File: src/rtl/tv_adv7180_init.sv
// ADV7180 register initialiser: walks a fixed 7-entry (register, value) table
// and issues one bus write per entry to the I2C register block, waiting for the
// block to go busy and then idle, then idling for a settle period before the
// next entry. The first entry is a soft reset, so it gets an extra wait.
module tv_adv7180_init #(
    parameter int unsigned ADDRESS           = 0,
    parameter int          BUS_ADDR_DATA_LEN = 16,
    parameter int unsigned SETTLE_CYCLES     = 1000,
    parameter int unsigned RESET_WAIT        = 100000,
    parameter int unsigned ACK_TIMEOUT       = 16
) (
    input  logic                         clk,
    input  logic                         rst,
    input  logic                         start,
    output logic [BUS_ADDR_DATA_LEN-1:0] addr,
    output logic                         wr,
    output logic [7:0]                   bus_out,
    input  logic                         stall,
    output logic                         busy,
    output logic                         done,
    output logic                         err
);

    localparam int unsigned SETTLE_MAX = RESET_WAIT + SETTLE_CYCLES;
    localparam int SETTLE_W = (SETTLE_MAX < 2) ? 1 : $clog2(SETTLE_MAX + 1);
    localparam int TO_W     = (ACK_TIMEOUT < 2) ? 1 : $clog2(ACK_TIMEOUT + 1);
    localparam logic [SETTLE_W-1:0] SETTLE_FIRST = SETTLE_W'(SETTLE_MAX);
    localparam logic [SETTLE_W-1:0] SETTLE_NORM  = SETTLE_W'(SETTLE_CYCLES);
    localparam logic [TO_W-1:0]     TO_LAST      = TO_W'((ACK_TIMEOUT > 0) ? ACK_TIMEOUT - 1 : 0);
    localparam logic [2:0]          LAST_IDX     = 3'd6;

    typedef enum logic [2:0] {
        S_IDLE,
        S_ISSUE,
        S_WAIT_BUSY,
        S_WAIT_FREE,
        S_SETTLE,
        S_DONE,
        S_ERROR
    } state_t;

    state_t                       r_state, w_nextState;
    logic [2:0]                   r_idx, w_nextIdx;
    logic [SETTLE_W-1:0]          r_settleCnt, w_nextSettleCnt;
    logic [TO_W-1:0]              r_toCnt, w_nextToCnt;
    logic [BUS_ADDR_DATA_LEN-1:0] r_addr, w_nextAddr;
    logic                         r_wr, w_nextWr;
    logic [7:0]                   r_busOut, w_nextBusOut;
    logic                         r_busy, w_nextBusy;
    logic                         r_done, w_nextDone;
    logic                         r_err, w_nextErr;
    logic [7:0]                   w_tblReg;
    logic [7:0]                   w_tblVal;
    logic [BUS_ADDR_DATA_LEN-1:0] w_issueAddr;

    assign addr    = r_addr;
    assign wr      = r_wr;
    assign bus_out = r_busOut;
    assign busy    = r_busy;
    assign done    = r_done;
    assign err     = r_err;

    assign w_issueAddr = BUS_ADDR_DATA_LEN'(ADDRESS) + BUS_ADDR_DATA_LEN'(w_tblReg);

    // Init table lookup: entry 0 is the soft reset, the rest configure input and output format.
    always_comb begin
        w_tblReg = 8'h00;
        w_tblVal = 8'h00;
        case (r_idx)
            3'd0: begin w_tblReg = 8'h0F; w_tblVal = 8'h80; end
            3'd1: begin w_tblReg = 8'h00; w_tblVal = 8'h00; end
            3'd2: begin w_tblReg = 8'h04; w_tblVal = 8'h57; end
            3'd3: begin w_tblReg = 8'h17; w_tblVal = 8'h41; end
            3'd4: begin w_tblReg = 8'h31; w_tblVal = 8'h02; end
            3'd5: begin w_tblReg = 8'h3D; w_tblVal = 8'hA2; end
            3'd6: begin w_tblReg = 8'h0E; w_tblVal = 8'h00; end
            default: begin w_tblReg = 8'h00; w_tblVal = 8'h00; end
        endcase
    end

    // Sequencer next-state logic; all bus outputs are registered so they never glitch.
    always_comb begin
        w_nextState     = r_state;
        w_nextIdx       = r_idx;
        w_nextSettleCnt = r_settleCnt;
        w_nextToCnt     = r_toCnt;
        w_nextAddr      = r_addr;
        w_nextWr        = r_wr;
        w_nextBusOut    = r_busOut;
        w_nextBusy      = r_busy;
        w_nextDone      = r_done;
        w_nextErr       = r_err;
        case (r_state)
            S_IDLE, S_DONE, S_ERROR: begin
                if (start) begin
                    w_nextDone  = 1'b0;
                    w_nextErr   = 1'b0;
                    w_nextIdx   = 3'd0;
                    w_nextBusy  = 1'b1;
                    w_nextState = S_ISSUE;
                end
            end
            S_ISSUE: begin
                w_nextAddr   = w_issueAddr;
                w_nextBusOut = w_tblVal;
                w_nextWr     = 1'b1;
                w_nextToCnt  = '0;
                w_nextState  = S_WAIT_BUSY;
            end
            S_WAIT_BUSY: begin
                if (stall) begin
                    w_nextWr    = 1'b0;
                    w_nextState = S_WAIT_FREE;
                end else if (r_toCnt >= TO_LAST) begin
                    w_nextWr     = 1'b0;
                    w_nextAddr   = '0;
                    w_nextBusOut = 8'h00;
                    w_nextToCnt  = '0;
                    w_nextBusy   = 1'b0;
                    w_nextErr    = 1'b1;
                    w_nextState  = S_ERROR;
                end else begin
                    w_nextToCnt = r_toCnt + TO_W'(1);
                end
            end
            S_WAIT_FREE: begin
                if (!stall) begin
                    w_nextAddr      = '0;
                    w_nextBusOut    = 8'h00;
                    w_nextSettleCnt = (r_idx == 3'd0) ? SETTLE_FIRST : SETTLE_NORM;
                    w_nextState     = S_SETTLE;
                end
            end
            S_SETTLE: begin
                if (r_settleCnt <= SETTLE_W'(1)) begin
                    w_nextSettleCnt = '0;
                    if (r_idx == LAST_IDX) begin
                        w_nextBusy  = 1'b0;
                        w_nextDone  = 1'b1;
                        w_nextState = S_DONE;
                    end else begin
                        w_nextIdx   = r_idx + 3'd1;
                        w_nextState = S_ISSUE;
                    end
                end else begin
                    w_nextSettleCnt = r_settleCnt - SETTLE_W'(1);
                end
            end
            default: begin
                w_nextState = S_IDLE;
            end
        endcase
    end

    // State and output registers; reset drops everything to idle immediately.
    always_ff @(posedge clk or posedge rst) begin
        if (rst) begin
            r_state     <= S_IDLE;
            r_idx       <= 3'd0;
            r_settleCnt <= '0;
            r_toCnt     <= '0;
            r_addr      <= '0;
            r_wr        <= 1'b0;
            r_busOut    <= 8'h00;
            r_busy      <= 1'b0;
            r_done      <= 1'b0;
            r_err       <= 1'b0;
        end else begin
            r_state     <= w_nextState;
            r_idx       <= w_nextIdx;
            r_settleCnt <= w_nextSettleCnt;
            r_toCnt     <= w_nextToCnt;
            r_addr      <= w_nextAddr;
            r_wr        <= w_nextWr;
            r_busOut    <= w_nextBusOut;
            r_busy      <= w_nextBusy;
            r_done      <= w_nextDone;
            r_err       <= w_nextErr;
        end
    end

endmodule

File: config.mk
export PLATFORM = sky130hd
export DESIGN_NAME = tv_adv7180_init
export DESIGN_NICKNAME = d
export VERILOG_FILES = /design/src/rtl/tv_adv7180_init.sv
export SDC_FILE = /design/constraint.sdc
export NUM_CORES = 1
export LEC_CHECK = 0
export ABC_AREA = 1
export BUFFER_PORTS_ARGS = -buffer_cell sky130_fd_sc_hd__buf_2
export CAP_MARGIN = 15
export CORE_MARGIN = 4
export CORE_UTILIZATION = 30
export DETAILED_ROUTE_END_ITERATION = 16
export GPL_ROUTABILITY_DRIVEN = 0
export GPL_TIMING_DRIVEN = 0
export PLACE_DENSITY = 0.45
export RECOVER_POWER = 100
export SETUP_SLACK_MARGIN = 0.02
export SLEW_MARGIN = 15
export SYNTH_ARGS = -nofsm -noshare
export SYNTH_HDL_FRONTEND = slang
export SYNTH_SLANG_ARGS = --single-unit
File: constraint.sdc
create_clock -name clk -period 4.2 [get_ports clk]
set_input_delay 0.21 -clock clk [delete_from_list [all_inputs] [get_ports clk]]
set_output_delay 0.21 -clock clk [all_outputs]
set_load 0.01 [all_outputs]
---- After elaboration in Yosys (flattened, before gate mapping) ----
Cells that the tools add are included.
cells by class
  add/subtract/negate cells ............... 3
  $lt $le $gt $ge ......................... 2
  equality and inequality tests ........... 19
  mux-type cells .......................... 43
  reduce and logical (&&, ||, !) cells .... 18
operators with widths
  cell                                                   number
  two-way mux 17 bit                                     3
  two-way mux 16 bit                                     3
  case mux 16 bit (3 select lines)                       1
  case mux 8 bit (5 select lines)                        1
  case mux 6 bit (6 select lines)                        1
  case mux 17 bit (2 select lines)                       1
  two-way mux 3 bit                                      9
  two-way mux 8 bit                                      3
  case mux 8 bit (3 select lines)                        1
  AND reduction 4 bit                                    5
  == test 3 bit (second input constant)                  6
  <= comparator 17 x 1 -> 1 bit (second input constant)  1
  subtractor 17 x 1 -> 17 bit (second input constant)    1
  case mux 3 bit (5 select lines)                        1
  != test 2 bit (second input constant)                  7
  == test 3 x 2 -> 1 bit (second input constant)         4
  two-way mux 1 bit                                      11
  two-way mux 5 bit                                      2
  case mux 5 bit (2 select lines)                        1
  nonzero test 2 bit                                     4
  logical NOT 3 bit                                      2
  case mux 1 bit (2 select lines)                        3
  case mux 3 bit (2 select lines)                        1
  AND reduction 2 bit                                    3
  other kinds (9)                                        10
word-level totals
  register bits ........................... 56
  input bits .............................. 4
  output and inout bits ................... 28
  logic and storage cells ................. 95

---- Logic depth before layout (Yosys ltp) ----
Gate-level depths: netlist (run 1).
  depth in word-level cells ............... 4
  depth in mapped cells ................... 11
  depth with buffers taken out ............ 11

---- Worst setup path after synthesis (run 1) ----
OpenSTA, ideal clock, no wires.
  path type ............................... register -> register
  start ................................... reg r_toCnt[0]
  end ..................................... reg r_state[1]
  library setup time ...................... 0.066 ns
  arrival time ............................ 1.594 ns
  required time ........................... 4.134 ns
  slack ................................... 2.540 ns
  cell stages (with the launch flop) ...... 12
  buffers on the path ..................... 0
  period minus slack after synthesis ...... 1.660 ns
  path through ............................ dfrtp_1 -> ha_1 -> nand2_1 -> nor2_1 -> ha_1 -> nor2_1 -> nand3_4 -> nor2_2 -> nor2_1 -> nand3_1 -> nand2_1 -> nand2_1
on the way
  cells in the longest elaborated chain, start to end .. 3
RTL lines
  element                        RTL line  source
  start, declared                45        logic [TO_W-1:0] r_toCnt, w_nextToCnt;
  start signal, assigned         172       r_toCnt <= w_nextToCnt;
  >= comparator 5 x 4 -> 1 bit   114       end else if (r_toCnt >= TO_LAST) begin
  != test 3 bit (no line)        -
  AND reduction 4 bit (no line)  -
  end signal, assigned           169       r_state <= w_nextState;
  end, declared                  42        state_t r_state, w_nextState;
Every way passes these cells.
A chain may end at the register's enable or synchronous reset.

==> flow_metrics.env, run 1 <==
export IMPL_status="complete, but fails checks"
export IMPL_violations="max-capacitance violations, max-slew violations"
export IMPL_p_total_mw=1.88
export IMPL_p_leak_nw=1.45
export IMPL_rr_startpoint="r_settleCnt[5]$_DFFE_PP0P_"
export IMPL_r2r_slack_ns=1.88
export IMPL_post_drt_wl_per_cell_um=11.8
export IMPL_netlist_area_um2=2730
export IMPL_antenna_left=0
export IMPL_clockBufferDepth=2
export IMPL_firstDrtPassIters=4
export IMPL_clock_latency_ns=0.30
export IMPL_cpMaxStageDelayCell="clkbuf_1"
export IMPL_grt_use_met2_pct=17.9
export IMPL_yosysMostFrequentCell="nand2_1"
export IMPL_tightestPinTransition_ns=1.82
export IMPL_clockPowerShare_pct=13.7
export IMPL_synth_edf_count=0
export IMPL_h_tree_depth=2
export IMPL_die_w_um=103
export IMPL_die_area_um2=10700
export IMPL_area_delta_synth_final_pct=10.1
export IMPL_grtUsageMet3_pct=2.41
export IMPL_combPwrFrac_pct=48.4
export IMPL_ys_seq_area_share_pct=39.5
export IMPL_cts_tree="yes"
export IMPL_layout_drive_gt1_share_pct=9.34
export IMPL_antenna_found_initial=0
export IMPL_synthFlopType="dfrtp_1"
export IMPL_fin_ws_ns=1.76
export IMPL_final_util_pct=34.3
export IMPL_synthTopCellsByArea="dfrtp_1 39%, nand2_1 14%, ha_1 5.5%, nor2_1 5.5%, nand3_1 4.6%"
export IMPL_grt_busiest_layer="met1"
export IMPL_slowest_delay_ns=1.36
export IMPL_yosysWarningCount=0
export IMPL_reg2reg_depth=8
export IMPL_die_height_um=103
export IMPL_worstHoldStart="stall"
export IMPL_synth_top_area_share_pct=39.5
export IMPL_place_area_um2=3020
export IMPL_crit_family="buffers and inverters"
export IMPL_fin_crit_sh_pct=58.1
export IMPL_finClkSkew_ns=0.00626
export IMPL_worstPathMaxFanout=34
export IMPL_rsz0062_at_grt="false"
export IMPL_rr_endpoint="r_idx[2]$_DFFE_PP0P_"
export IMPL_wirelength_um=5970
export IMPL_grtUsageMet1_pct=18.4
export IMPL_whs_endpoint="r_toCnt[4]$_DFFE_PP0P_"
export IMPL_port_buffers=20
export IMPL_finalSetupTns_ns=0
export IMPL_slew_headroom_pct=-21.6
export IMPL_core_area_um2=8760
export IMPL_maxSlewViolCount=35
export IMPL_post_place_ws_ns=2.34
export IMPL_hold_worst_slack_ns=0.294
export IMPL_setup_violations=0
export IMPL_power_switching_mw=0.885
export IMPL_drt_iter0_markers=76
export IMPL_grt_pass1_wl_um=10400
export IMPL_maxCapViolations=1
export IMPL_pin_count=32
export IMPL_cp_start_kind="input pin"
export IMPL_max_freq_mhz=410
export IMPL_cts_setup_buffers=0
export IMPL_powerDensity_nw_per_um2=625
export IMPL_p_int_mw=0.992
export IMPL_crit_path_cell_trace="dlygate4sd3_1 -> buf_2 -> inv_1 -> clkbuf_1"
export IMPL_dp_final_hpwl_um=4600
export IMPL_cts_buffers=5
export IMPL_final_area_um2=3000
export IMPL_grt_usage_pct=12.3
export IMPL_swShare_pct=47.2
export IMPL_nets=411
export IMPL_drc=0
export IMPL_final_cells=504
export IMPL_placedCellCount=495
export IMPL_vias=2285
export IMPL_avgSynthCellArea_um2=7.66
export IMPL_critPathRequiredTime_ns=4.26
export IMPL_via_per_inst=4.53
export IMPL_cts_sinks=43
export IMPL_startpoint="rst"
export IMPL_worst_path_buf_inv=4
export IMPL_min_path_cells=4
export IMPL_cts_root_buf="clkbuf_8"
export IMPL_layout_min_cycle_time_ns=2.44
export IMPL_async_reset_ff_share_pct=100
export IMPL_initial_core_util_pct=31.1
export IMPL_synth_seq_cells=43
export IMPL_ys_types=29
export IMPL_synth_top_area_cell="dfrtp_1"
export IMPL_crit_path_end_kind="asynchronous set/reset pin"
export IMPL_critPathKind="in2async"
export IMPL_overflow=0
export IMPL_ir_drop_mv=0.293
export IMPL_std_cell_rows=34
export IMPL_grt_pass1_vias=2172
export IMPL_diodes=0
export IMPL_hp_class="in2reg"
export IMPL_netlist_instances=356
export IMPL_synthTopCellsByCount="103 x nand2_1, 43 x dfrtp_1, 40 x nor2_1, 25 x inv_1, 25 x nand3_1"
export IMPL_cp_arrival_ns=2.50
export IMPL_grt_start_max_net_pins=35
export IMPL_p_seq_share_pct=37.9
export IMPL_path_clk_slew_ns=0.08
export IMPL_final_hold_violation_count=0
worst max path at each step:
stage / end / slack (ns) / cells after the start
floorplan: r_state[1]$_DFFE_PP0P_ / 2.54 / 11
global placement: r_toCnt[0]$_DFFE_PP0P_ / 2.28 / 2
detailed placement: r_state[1]$_DFFE_PP0P_ / 2.34 / 11
CTS: r_state[1]$_DFFE_PP0P_ / 2.32 / 11
global route: r_settleCnt[1]$_DFFE_PP0P_ / 1.11 / 4
finish: r_settleCnt[1]$_DFFE_PP0P_ / 1.76 / 4
worst register-to-register path: stages, from the launching register on:
cell and delay, ns:
dfrtp_1 0.45, nor2_1 0.16, nand2_1 0.06, nor2_1 0.28
nand3_1 0.22, nand3_1 0.39, clkbuf_1 0.43, nand4_1 0.16
nand2_1 0.10
cell families after synthesis:
group	after synthesis	share of synthesized area (%)
AND/OR/NAND/NOR	195	32.8
buffers and inverters	47	9.04
AO/OA/AOI/OAI	46	9.18
flip-flops	43	39.5
XOR/XNOR	12	3.85
adder cells (fa/ha/maj)	12	5.51
other	1	0.138
routing by layer:
| layer | share of wire, % | vias to the layer above |
|---|---|---|
| li1 | - | 1212 |
| met5 | 0 | - |
| met1 | 53 | 1031 |
| met4 | 1.2 | 0 |
| met3 | 4.7 | 6 |
| met2 | 42 | 36 |
sequential cells by signal, indices dropped and copies added (netlist names):
name	cells
addr	6
bus_out	5
busy	1
done	1
err	1
r_idx	3
r_settleCnt	17
r_state	3
r_toCnt	5
wr	1
timing repair:
item	4_1_cts	5_1_grt
resized for setup	0	0
hold buffers	1	0
endpoints found under the hold margin	9	0
final cells by class:
cell class	instances	area (um^2)
Clock buffer	7	76.3
Clock inverter	1	5.00
Multi-Input combinational cell	276	1380
Fill cell	967	5760
Timing Repair Buffer	22	92.6
Sequential cell	43	1080
Buffer	16	116
Tap cell	108	135
Inverter	31	119
cells in the final DEF (no fill, tap or decap), drive strengths merged, types with 12 or more instances in the layout:
| master | count |
|---|---|
| buf | 17 |
| o21ai | 27 |
| ha | 12 |
| inv | 31 |
| nor2 | 48 |
| clkbuf | 27 |
| nand3 | 28 |
| a21oi | 14 |
| dfrtp | 43 |
| nand2 | 106 |
power groups by stage:
stage	sequential, mW	combinational, mW	clock (mW)
2_1_floorplan	0.704	0.754	0
4_1_cts	0.712	0.993	0.272
6_report	0.711	0.909	0.258
5_1_grt	0.739	1.07	0.288
3_3_place_gp	0.719	0.981	0
3_5_place_dp	0.717	0.989	0
Power figures use the tool's default switching activity.
==> run 2, diff against run 1 <==
==> constraint.sdc (replaced) <==
create_clock -name clk -period 2.4 [get_ports clk]
set_input_delay 0.12 -clock clk [delete_from_list [all_inputs] [get_ports clk]]
set_output_delay 0.12 -clock clk [all_outputs]
set_load 0.01 [all_outputs]
==> run 2 against run 1 <==
The run now ends clean. Combinational power rose by 82%. Sequential cell count did not move. Die area did not move.
==> flow_metrics.env, run 2 (synthesis results as in run 1) <==
export IMPL_grt_start_max_net_pins=35
export IMPL_nets=411
export IMPL_status="finished clean"
export IMPL_maxCapViolations=0
export IMPL_grtUsageMet1_pct=18.4
export IMPL_hp_class="in2reg"
export IMPL_post_drt_wl_per_cell_um=11.8
export IMPL_cts_sinks=43
export IMPL_cts_setup_buffers=0
export IMPL_final_cell_mix="103 x nand2_1, 43 x nor2_1, 43 x dfrtp_1"
export IMPL_maxSlewViolCount=0
export IMPL_overflow=0
export IMPL_crit_path_end_kind="register"
export IMPL_drt_iter0_markers=93
export IMPL_cp_arrival_ns=2.25
export IMPL_pin_count=32
export IMPL_largest_reg_flops=17
export IMPL_path_clk_slew_ns=0.08
export IMPL_antenna_found_initial=0
export IMPL_cp_start_kind="register"
export IMPL_top_register="r_settleCnt"
export IMPL_initial_core_util_pct=31.1
export IMPL_clockBufferDepth=2
export IMPL_grt_busiest_layer="met1"
export IMPL_layout_min_cycle_time_ns=2.01
export IMPL_die_area_um2=10700
export IMPL_critPathRequiredTime_ns=2.64
export IMPL_powerDensity_nw_per_um2=1100
export IMPL_die_height_um=103
export IMPL_fin_crit_sh_pct=83.9
export IMPL_grt_usage_pct=12.3
export IMPL_final_hold_violation_count=0
export IMPL_h_tree_depth=2
export IMPL_cts_root_buf="clkbuf_8"
export IMPL_diodes=0
export IMPL_area_delta_synth_final_pct=11.7
export IMPL_setup_violations=0
export IMPL_clock_latency_ns=0.30
export IMPL_finalSetupTns_ns=0
export IMPL_cts_buffers=5
export IMPL_antenna_left=0
export IMPL_p_leak_nw=1.47
export IMPL_core_area_um2=8760
export IMPL_vias=2293
export IMPL_layout_drive_gt1_share_pct=11.6
export IMPL_rsz0062_at_grt="false"
export IMPL_drc=0
export IMPL_p_total_mw=3.35
export IMPL_grt_pass1_vias=2172
export IMPL_die_w_um=103
export IMPL_wirelength_um=5950
export IMPL_grt_pass1_wl_um=10400
export IMPL_critPathKind="reg2reg"
export IMPL_port_buffers=20
export IMPL_worstPathMaxFanout=5
export IMPL_grtUsageMet3_pct=2.41
export IMPL_slew_headroom_pct=43.3
export IMPL_layout_commonest_cell="nand2_1"
export IMPL_via_per_inst=4.55
export IMPL_tightestPinTransition_ns=0.851
export IMPL_final_cells=504
export IMPL_dp_final_hpwl_um=4600
export IMPL_finClkSkew_ns=0.00610
export IMPL_ir_drop_mv=0.524
export IMPL_placedCellCount=495
export IMPL_grt_use_met2_pct=17.9
export IMPL_cts_tree="yes"
export IMPL_max_freq_mhz=496
export IMPL_firstDrtPassIters=4
export IMPL_std_cell_rows=34
==> run 2: cell count changes in the layout (fill, tap and decap cells not counted) <==
cell | before | now
buf_4 | 13 | 14
buf_6 | 1 | 2
clkbuf_1 | 22 | 19
clkbuf_2 | 0 | 1
inv_1 | 28 | 25
inv_2 | 2 | 5
nand3_1 | 27 | 26
nand3_4 | 0 | 1
nand4_1 | 10 | 9
nand4_4 | 0 | 1
o21ai_0 | 25 | 24
o21ai_2 | 1 | 2
==> run 2: worst max-delay path, cell delays in order, from the launching register on <==
cell and delay (ns):
dfrtp_1 0.41, ha_1 0.22, nand2_1 0.08, nor2_1 0.05
ha_1 0.16, nor2_1 0.13, nand3_1 0.26, nor2_1 0.26
nor2_1 0.11, nand3_1 0.14, nand2_1 0.06, nand2_1 0.06
==> run 2: worst paths after layout <==
path	end	depth (start not counted)	slack, ns	start
max reg2reg	r_state[1]$_DFFE_PP0P_	11	0.39	r_toCnt[0]$_DFFE_PP0P_
max in group asynchronous	r_settleCnt[1]$_DFFE_PP0P_	4	0.93	rst
min in group asynchronous	r_settleCnt[6]$_DFFE_PP0P_	3	0.33	rst
min reg2reg	addr[4]$_DFFE_PP0P_	2	0.48	addr[4]$_DFFE_PP0P_
max	r_state[1]$_DFFE_PP0P_	11	0.39	r_toCnt[0]$_DFFE_PP0P_
min	r_toCnt[4]$_DFFE_PP0P_	4	0.21	stall
==> run 2: layout make-up <==
cell class | instances | area [um^2]
plain buffers | 16 | 128
inverters | 31 | 119
clock buffers | 7 | 76.3
clock inverters | 1 | 5.00
multi-input cells | 276 | 1410
flip-flops and latches | 43 | 1080
repair buffers | 22 | 93.8
well taps | 108 | 135
fillers | 956 | 5720
==> run 2: repair_timing <==
action,CTS,global route
resized for setup,0,0
hold buffers,1,0
hold endpoints to repair,9,0
==> run 2: power breakdown <==
| group | switching [mW] | internal, mW | leakage (nW) |
|---|---|---|---|
| Sequential | 0.269 | 0.979 | 0.544 |
| Clock | 0.245 | 0.205 | 0.0422 |
| Combinational | 1.06 | 0.591 | 0.881 |
| Total | 1.57 | 1.77 | 1.47 |
==> run 2: per-layer routing <==
layer | wire (um) | share of wire (%) | vias up
li1 | - | - | 1214
met1 | 3100 | 52 | 1037
met2 | 2500 | 42 | 36
met3 | 281 | 4.7 | 6
met4 | 68 | 1.1 | 0
met5 | 0 | 0 | -
==> run 2: stage by stage <==
stage | instance area (um^2) | setup slack [ns] | util [%] | hold slack (ns)
after detailed placement | 3020 | 0.541 | 34.5 | 0.0641
after global placement | 3000 | 0.552 | 34.2 | 0.463
final | 3050 | 0.386 | 34.8 | 0.206
after CTS | 3110 | 0.523 | 35.5 | 0.178
after floorplan | 2760 | 0.740 | - | 0.297
after global routing | 3050 | 0.193 | 34.8 | 0.224
